`config.mk`:
```
export PLATFORM = sky130hd
export DESIGN_NAME = uart_rx_fifo_flat
export DESIGN_NICKNAME = d
export VERILOG_FILES = /design/src/rtl/uart_rx_if.sv /design/src/rtl/uart_rx_fifo.sv /design/src/flat_wrapper.sv
export SDC_FILE = /design/constraint.sdc
export NUM_CORES = 1
export LEC_CHECK = 0
export CORE_ASPECT_RATIO = 1.5
export CORE_MARGIN = 3
export CORE_UTILIZATION = 45
export CTS_CLUSTER_SIZE = 12
export DETAILED_ROUTE_END_ITERATION = 12
export GPL_TIMING_DRIVEN = 0
export MAX_ROUTING_LAYER = met4
export PLACE_DENSITY = 0.72
export SYNTH_ARGS = -nofsm -noshare
export SYNTH_HDL_FRONTEND = slang
export SYNTH_SLANG_ARGS = --single-unit
```
`constraint.sdc`:
```
create_clock -name clk -period 3.2 [get_ports clk]
set_input_delay 0.64 -clock clk [delete_from_list [all_inputs] [get_ports clk]]
set_output_delay 0.64 -clock clk [all_outputs]
set_load 0.05 [all_outputs]
```
`src/rtl/uart_rx_if.sv`:
```
// Consumer-side handshake bundle of the UART receiver FIFO.
// The receiver drives the head entry through the master modport; the consumer uses the slave modport.
interface uart_rx_if #(
  parameter int DATA_W = 8
);
  logic [DATA_W-1:0] rx_data_o;
  logic              rx_valid_o;
  logic              rx_ready_i;
  logic              rx_parity_err_o;
  logic              rx_frame_err_o;

  modport master (
    output rx_data_o,
    output rx_valid_o,
    output rx_parity_err_o,
    output rx_frame_err_o,
    input  rx_ready_i
  );

  modport slave (
    input  rx_data_o,
    input  rx_valid_o,
    input  rx_parity_err_o,
    input  rx_frame_err_o,
    output rx_ready_i
  );
endinterface

```
`src/rtl/uart_rx_fifo.sv`:
```
// UART receiver with a first-word fall-through RX FIFO and a sticky overrun flag.
// Optional parity support is compiled in with UART_RX_PARITY_EN.
//
// state  | meaning
// IDLE   | waiting for a synchronized falling edge on the line
// START  | half a bit period in, confirming the start bit
// DATA   | sampling DATA_W data bits, LSB first
// PARITY | sampling the parity bit
// STOP1  | sampling the first stop bit
// STOP2  | sampling the second stop bit
module uart_rx_fifo #(
  parameter int DATA_W     = 8,
  parameter int FIFO_DEPTH = 16
) (
  input  logic                                clk,
  input  logic                                rst_n,
  input  logic                                en_i,
  input  logic                                stop_bits_i,
  input  logic                                parity_bit_i,
  input  logic                                parity_odd_i,
  input  logic [15:0]                         baud_div_i,
  input  logic                                rxd_i,
  uart_rx_if.master                           rx,
  output logic                                overrun_o,
  input  logic                                err_clr_i,
  output logic [$clog2(FIFO_DEPTH+1)-1:0]     fifo_level_o,
  output logic                                busy_o
);

  localparam int PTR_W = $clog2(FIFO_DEPTH);
  localparam int LVL_W = $clog2(FIFO_DEPTH + 1);
  localparam int ENT_W = DATA_W + 2;
  localparam logic [LVL_W-1:0] FULL_LVL = LVL_W'(FIFO_DEPTH);
  localparam logic [3:0]       BIT_LAST = 4'(DATA_W - 1);

  typedef enum logic [2:0] {IDLE, START, DATA, PARITY, STOP1, STOP2} state_t;

  state_t              state, state_n;
  logic                rxd_s1, rxd_s2, rxd_prev;
  logic [15:0]         cnt, cnt_n, div_q, div_n, eff_div;
  logic [3:0]          bit_cnt, bit_n;
  logic [DATA_W-1:0]   shreg, shreg_n;
  logic                two_stop_q, two_stop_n;
  logic                par_en_q, par_en_n, par_odd_q, par_odd_n;
  logic                par_err_q, par_err_n, frm_err_q, frm_err_n;
  logic                push_q, push_n;
  logic                par_en_cfg, par_odd_cfg;
  logic                sample;

`ifdef UART_RX_PARITY_EN
  assign par_en_cfg  = parity_bit_i;
  assign par_odd_cfg = parity_odd_i;
`else
  logic unused_par_cfg;
  assign unused_par_cfg = parity_bit_i ^ parity_odd_i;
  assign par_en_cfg     = 1'b0;
  assign par_odd_cfg    = 1'b0;
`endif

  always_ff @(posedge clk or negedge rst_n) begin
    if (!rst_n) begin
      rxd_s1   <= 1'b1;
      rxd_s2   <= 1'b1;
      rxd_prev <= 1'b1;
    end else begin
      rxd_s1   <= rxd_i;
      rxd_s2   <= rxd_s1;
      rxd_prev <= rxd_s2;
    end
  end

  assign eff_div = (baud_div_i < 16'd4) ? 16'd4 : baud_div_i;
  assign sample  = (cnt == 16'd0);

  always_ff @(posedge clk or negedge rst_n) begin
    if (!rst_n) begin
      state      <= IDLE;
      cnt        <= '0;
      div_q      <= '0;
      bit_cnt    <= '0;
      shreg      <= '0;
      two_stop_q <= 1'b0;
      par_en_q   <= 1'b0;
      par_odd_q  <= 1'b0;
      par_err_q  <= 1'b0;
      frm_err_q  <= 1'b0;
      push_q     <= 1'b0;
    end else begin
      state      <= state_n;
      cnt        <= cnt_n;
      div_q      <= div_n;
      bit_cnt    <= bit_n;
      shreg      <= shreg_n;
      two_stop_q <= two_stop_n;
      par_en_q   <= par_en_n;
      par_odd_q  <= par_odd_n;
      par_err_q  <= par_err_n;
      frm_err_q  <= frm_err_n;
      push_q     <= push_n;
    end
  end

  always_comb begin
    state_n    = state;
    cnt_n      = cnt;
    div_n      = div_q;
    bit_n      = bit_cnt;
    shreg_n    = shreg;
    two_stop_n = two_stop_q;
    par_en_n   = par_en_q;
    par_odd_n  = par_odd_q;
    par_err_n  = par_err_q;
    frm_err_n  = frm_err_q;
    push_n     = 1'b0;
    if (state != IDLE && !sample)
      cnt_n = cnt - 16'd1;
    case (state)
      IDLE: begin
        if (en_i && rxd_prev && !rxd_s2) begin
          state_n    = START;
          div_n      = eff_div;
          cnt_n      = {1'b0, eff_div[15:1]} - 16'd1;
          two_stop_n = stop_bits_i;
          par_en_n   = par_en_cfg;
          par_odd_n  = par_odd_cfg;
          par_err_n  = 1'b0;
          frm_err_n  = 1'b0;
        end
      end
      START: begin
        if (sample) begin
          if (!rxd_s2) begin
            state_n = DATA;
            cnt_n   = div_q - 16'd1;
            bit_n   = 4'd0;
          end else begin
            state_n = IDLE;
          end
        end
      end
      DATA: begin
        if (sample) begin
          shreg_n = {rxd_s2, shreg[DATA_W-1:1]};
          cnt_n   = div_q - 16'd1;
          bit_n   = bit_cnt + 4'd1;
          if (bit_cnt == BIT_LAST)
            state_n = par_en_q ? PARITY : STOP1;
        end
      end
      PARITY: begin
        if (sample) begin
          par_err_n = ((^shreg) ^ rxd_s2) != par_odd_q;
          cnt_n     = div_q - 16'd1;
          state_n   = STOP1;
        end
      end
      STOP1: begin
        if (sample) begin
          frm_err_n = frm_err_q | ~rxd_s2;
          cnt_n     = div_q - 16'd1;
          if (two_stop_q) begin
            state_n = STOP2;
          end else begin
            state_n = IDLE;
            push_n  = 1'b1;
          end
        end
      end
      STOP2: begin
        if (sample) begin
          frm_err_n = frm_err_q | ~rxd_s2;
          state_n   = IDLE;
          push_n    = 1'b1;
        end
      end
      default: state_n = IDLE;
    endcase
    // Disabling mid-frame throws the partial frame away, including a final stop sample.
    if (!en_i && state != IDLE) begin
      state_n = IDLE;
      push_n  = 1'b0;
    end
  end

  assign busy_o = (state != IDLE);

  logic [ENT_W-1:0] mem [FIFO_DEPTH];
  logic [ENT_W-1:0] head;
  logic [PTR_W-1:0] wr_ptr, rd_ptr;
  logic [LVL_W-1:0] level;
  logic             full, valid, pop, push_ok, ovf;

  assign full    = (level == FULL_LVL);
  assign valid   = (level != '0);
  assign pop     = valid && rx.rx_ready_i;
  assign push_ok = push_q && (!full || pop);
  assign ovf     = push_q && full && !pop;
  assign head    = mem[rd_ptr];

  always_ff @(posedge clk) begin
    if (push_ok)
      mem[wr_ptr] <= {shreg, par_err_q, frm_err_q};
  end

  always_ff @(posedge clk or negedge rst_n) begin
    if (!rst_n) begin
      wr_ptr    <= '0;
      rd_ptr    <= '0;
      level     <= '0;
      overrun_o <= 1'b0;
    end else begin
      if (push_ok)
        wr_ptr <= wr_ptr + 1'b1;
      if (pop)
        rd_ptr <= rd_ptr + 1'b1;
      case ({push_ok, pop})
        2'b10:   level <= level + 1'b1;
        2'b01:   level <= level - 1'b1;
        default: level <= level;
      endcase
      if (ovf)
        overrun_o <= 1'b1;
      else if (err_clr_i)
        overrun_o <= 1'b0;
    end
  end

  // Outputs are gated so stale, unreset storage never shows while the FIFO is empty.
  assign fifo_level_o       = level;
  assign rx.rx_valid_o      = valid;
  assign rx.rx_data_o       = valid ? head[ENT_W-1:2] : '0;
  assign rx.rx_parity_err_o = valid & head[1];
  assign rx.rx_frame_err_o  = valid & head[0];

endmodule
```
`src/flat_wrapper.sv`:
```
// flat-port wrapper written by rule: the top's interface ports become plain ports
module uart_rx_fifo_flat 
#(
  parameter int DATA_W     = 8,
  parameter int FIFO_DEPTH = 16
)
  (clk, rst_n, en_i, stop_bits_i, parity_bit_i, parity_odd_i, baud_div_i, rxd_i, overrun_o, err_clr_i, fifo_level_o, busy_o, rx_rx_data_o, rx_rx_valid_o, rx_rx_parity_err_o, rx_rx_frame_err_o, rx_rx_ready_i);
  uart_rx_if #(.DATA_W(DATA_W)) rx_i ();
  input  logic clk;
  input  logic rst_n;
  input  logic en_i;
  input  logic stop_bits_i;
  input  logic parity_bit_i;
  input  logic parity_odd_i;
  input  logic [15:0] baud_div_i;
  input  logic rxd_i;
  output logic overrun_o;
  input  logic err_clr_i;
  output logic [$clog2(FIFO_DEPTH+1)-1:0] fifo_level_o;
  output logic busy_o;
  output wire logic [$bits(rx_i.rx_data_o)-1:0] rx_rx_data_o;
  output wire logic [$bits(rx_i.rx_valid_o)-1:0] rx_rx_valid_o;
  output wire logic [$bits(rx_i.rx_parity_err_o)-1:0] rx_rx_parity_err_o;
  output wire logic [$bits(rx_i.rx_frame_err_o)-1:0] rx_rx_frame_err_o;
  input wire logic [$bits(rx_i.rx_ready_i)-1:0] rx_rx_ready_i;
  assign rx_rx_data_o = rx_i.rx_data_o;
  assign rx_rx_valid_o = rx_i.rx_valid_o;
  assign rx_rx_parity_err_o = rx_i.rx_parity_err_o;
  assign rx_rx_frame_err_o = rx_i.rx_frame_err_o;
  assign rx_i.rx_ready_i = rx_rx_ready_i;
  uart_rx_fifo #(.DATA_W(DATA_W), .FIFO_DEPTH(FIFO_DEPTH)) u_core (.clk(clk), .rst_n(rst_n), .en_i(en_i), .stop_bits_i(stop_bits_i), .parity_bit_i(parity_bit_i), .parity_odd_i(parity_odd_i), .baud_div_i(baud_div_i), .rxd_i(rxd_i), .rx(rx_i), .overrun_o(overrun_o), .err_clr_i(err_clr_i), .fifo_level_o(fifo_level_o), .busy_o(busy_o));
endmodule
```
==> flow_summary.ini <==
[floorplan]
die_y_um = 192
die_area_um2 = 24900
coreArea_um2 = 22500
ios = 43
fp-row-count = 67
start_util = 0.461
die_w_um = 130

[sta]
post-route-min-period_ns = 3.19
finalSetupTns_ns = 0
finClkSkew_ns = 0.0182
period_share = 0.997
final-setup-viol-count = 0
rsz0062_at_grt = true
drv_slew = 0
hold_violations = 0
max-slew-margin-rel = 0.403
fmax_mhz = 313
tightest_slew_ns = 0.896

[global_routing]
antenna_found_initial = 2
overflow = 0
grt_pass1_wl_um = 35800
grt_usage = 0.196
grt_pass1_vias = 6217
grt_start_max_net_pins = 69

[synth]
synth_cell_types = 66
synth_area_um2 = 10400
synth_nets = 737
syn_inst = 696
synth_top_area_cell = edfxtp_1
synth_seq_area_share = 0.629
yosys_warnings = 0
synth_area_leaders = edfxtp_1, dfrtp_1, mux4_2, xnor2_1, nand2_1
synth_edf_count = 160
ys_ff_latch = 228
synth_top_area_frac = 0.464
postSynthAreaPerCell_um2 = 14.9
async_reset_ff_frac = 0.298
ys.flop_type = edfxtp_1

[detailed_routing]
wl_per_cell_um = 21.4
viasPerCell = 5.71
drtIter0Drc = 426
ant_nets = 0
drc = 0
drt_wl_total_um = 22700
drt_first_pass_iters = 4
vias = 6052

[flow_run]
drv_cap = 0

[power]
ir_worst_vdd_v = 0.000548
p_leak_nw = 4.32
power_density_nw_per_um2 = 703

[clock_tree]
htreeDepth = 1
clkTransAtPathRegs_ns = 0.06
cts_hold_buf = 0
cts-buffers-inserted = 24
clk_latency_ns = 0.51
cts_root_buf = clkbuf_16
cts_sinks = 228
clockBufferDepth = 3
cts_tree = yes

[hold_path]
hold_class = in -> async

[cells_and_area]
nFillCells = 1869
stdcell_count = 1059
synthToLayoutAreaGrowth_pct = 15.9
fin_nets = 804
drive_gt1_frac = 0.190
layout_commonest_cell = edfxtp_1
final_cell_mix = edfxtp_1, nand2_1, dfrtp_1

[worst_setup_path]
critPathCaptureType = output port
cp.required_ns = 2.56
arrival_ns = 2.55
criticalPathCategory = reg -> out
crit_fanout = 10
start_kind = register

[place]
placedCellCount = 1011
place_congestion = 0.858
io_buffers = 39
hpwl_um = 15500

[run_status]
outcome = finished clean
cells in the mapped netlist, types with 5 or more instances:
library cell and n:
mux2_2 11, dfrtp_1 65, edfxtp_1 160, nand3b_1 5, nand4_1 9, and3_1 8, o31ai_1 6, nor3_1 21
a21oi_1 10, inv_1 19, mux4_2 50, nor2_1 23, nand2_1 65, nand2b_1 5, xnor2_1 32, nand3_1 7
or3_1 5, and2_1 14, buf_2 7, nor2b_1 15, xor2_1 18, o21ai_0 20, ha_1 15, o211ai_1 5
clkbuf_1 22, nor4_1 6, o221ai_1 6
flip-flops by register name (all words and copies together), names as in the netlist:
signal and flops:
u_core.shreg 8, u_core.push_q 1, u_core.wr_ptr 4, u_core.rxd_s2 1
u_core.par_err_q 1, u_core.mem 160, u_core.div_q 16, u_core.frm_err_q 1
u_core.overrun_o 1, u_core.state 3, u_core.bit_cnt 4, u_core.rxd_prev 1
u_core.fifo_level_o 5, u_core.rxd_s1 1, u_core.two_stop_q 1, u_core.rd_ptr 4
u_core.cnt 16
per-stage QoR:
| step | worst slack, ns | area, um2 | power, mW | hold WS [ns] | util |
|---|---|---|---|---|---|
| finish | 0.00805 | 12000 | 8.43 | 0.267 | 0.534 |
| global route | -0.0496 | 12000 | 8.80 | 0.333 | 0.534 |
| CTS | -0.00997 | 11900 | 8.44 | 0.296 | 0.531 |
| detailed placement | -0.787 | 11100 | 5.73 | 0.351 | 0.493 |
| global placement | -0.932 | 11100 | 5.71 | 0.346 | 0.493 |
| floorplan | 0.283 | 10400 | 5.12 | 0.344 | - |
routing by layer:
layer	part of all wire	wire length (um)	global-route usage
met1	0.37	8470	0.220
met3	0.038	869	0.0264
met5	0	0	-
met2	0.54	12200	0.346
met4	0.051	1150	0.0840
critical path, cell delays in order, from the launching register on:
cell and delay [ns]:
dfrtp_2 0.37, buf_12 0.15, buf_12 0.16, mux4_2 0.56, mux4_2 0.49, nor2b_1 0.16
buf_6 0.16
timing repair:
item,CTS,global route
setup endpoints to repair,18,18
pin swaps,0,1
setup buffers,3,1
resized for setup,97,16
endpoints found under the hold margin,0,0
cloned,1,0
path summary, 6_finish.rpt:
kind	startpoint	endpoint	slack [ns]	cells after the start
hold reg to reg	u_core.rxd_s1$_DFF_PN1_	u_core.rxd_s2$_DFF_PN1_	0.36	0
setup reg to reg	u_core.fifo_level_o[1]$_DFFE_PN0P_	u_core.fifo_level_o[4]$_DFFE_PN0P_	0.26	13
max in group asynchronous	rst_n	u_core.rd_ptr[0]$_DFFE_PN0P_	2.30	1
min in group clk	u_core.rxd_s1$_DFF_PN1_	u_core.rxd_s2$_DFF_PN1_	0.36	0
setup / recovery	u_core.rd_ptr[0]$_DFFE_PN0P_	rx_rx_data_o[3]	0.008	6
hold / removal	rst_n	u_core.div_q[11]$_DFFE_PN0P_	0.27	1
cell families after synthesis:
logic type	count (synthesis)	synth area share
xor gates and xnor gates	50	0.0423
DFF	228	0.629
buffers and inverters	49	0.0186
and+or+nand+nor	215	0.118
AOI/OAI and AO/OA	75	0.0490
adders and majority gates	16	0.0201
muxes	63	0.123
report_power, final:
part / switching, mW / internal [mW] / leakage, nW
Combinational: 1.25 / 1.12 / 1.58
Clock: 1.07 / 1.44 / 0.345
Sequential: 0.246 / 3.31 / 2.39
Total: 2.57 / 5.87 / 4.32
layout make-up:
type	instances	area [um2]	area share
flip-flops and latches	228	6510	0.543
multi-input cells	419	3710	0.309
clock buffers	37	671	0.0559
repair buffers	43	462	0.0385
well taps	276	345	0.0288
plain buffers	28	191	0.0160
inverters	19	71.3	0.00594
clock inverters	7	32.5	0.00271
diodes	2	5.00	0.000417
Power figures use the tool's default switching activity.
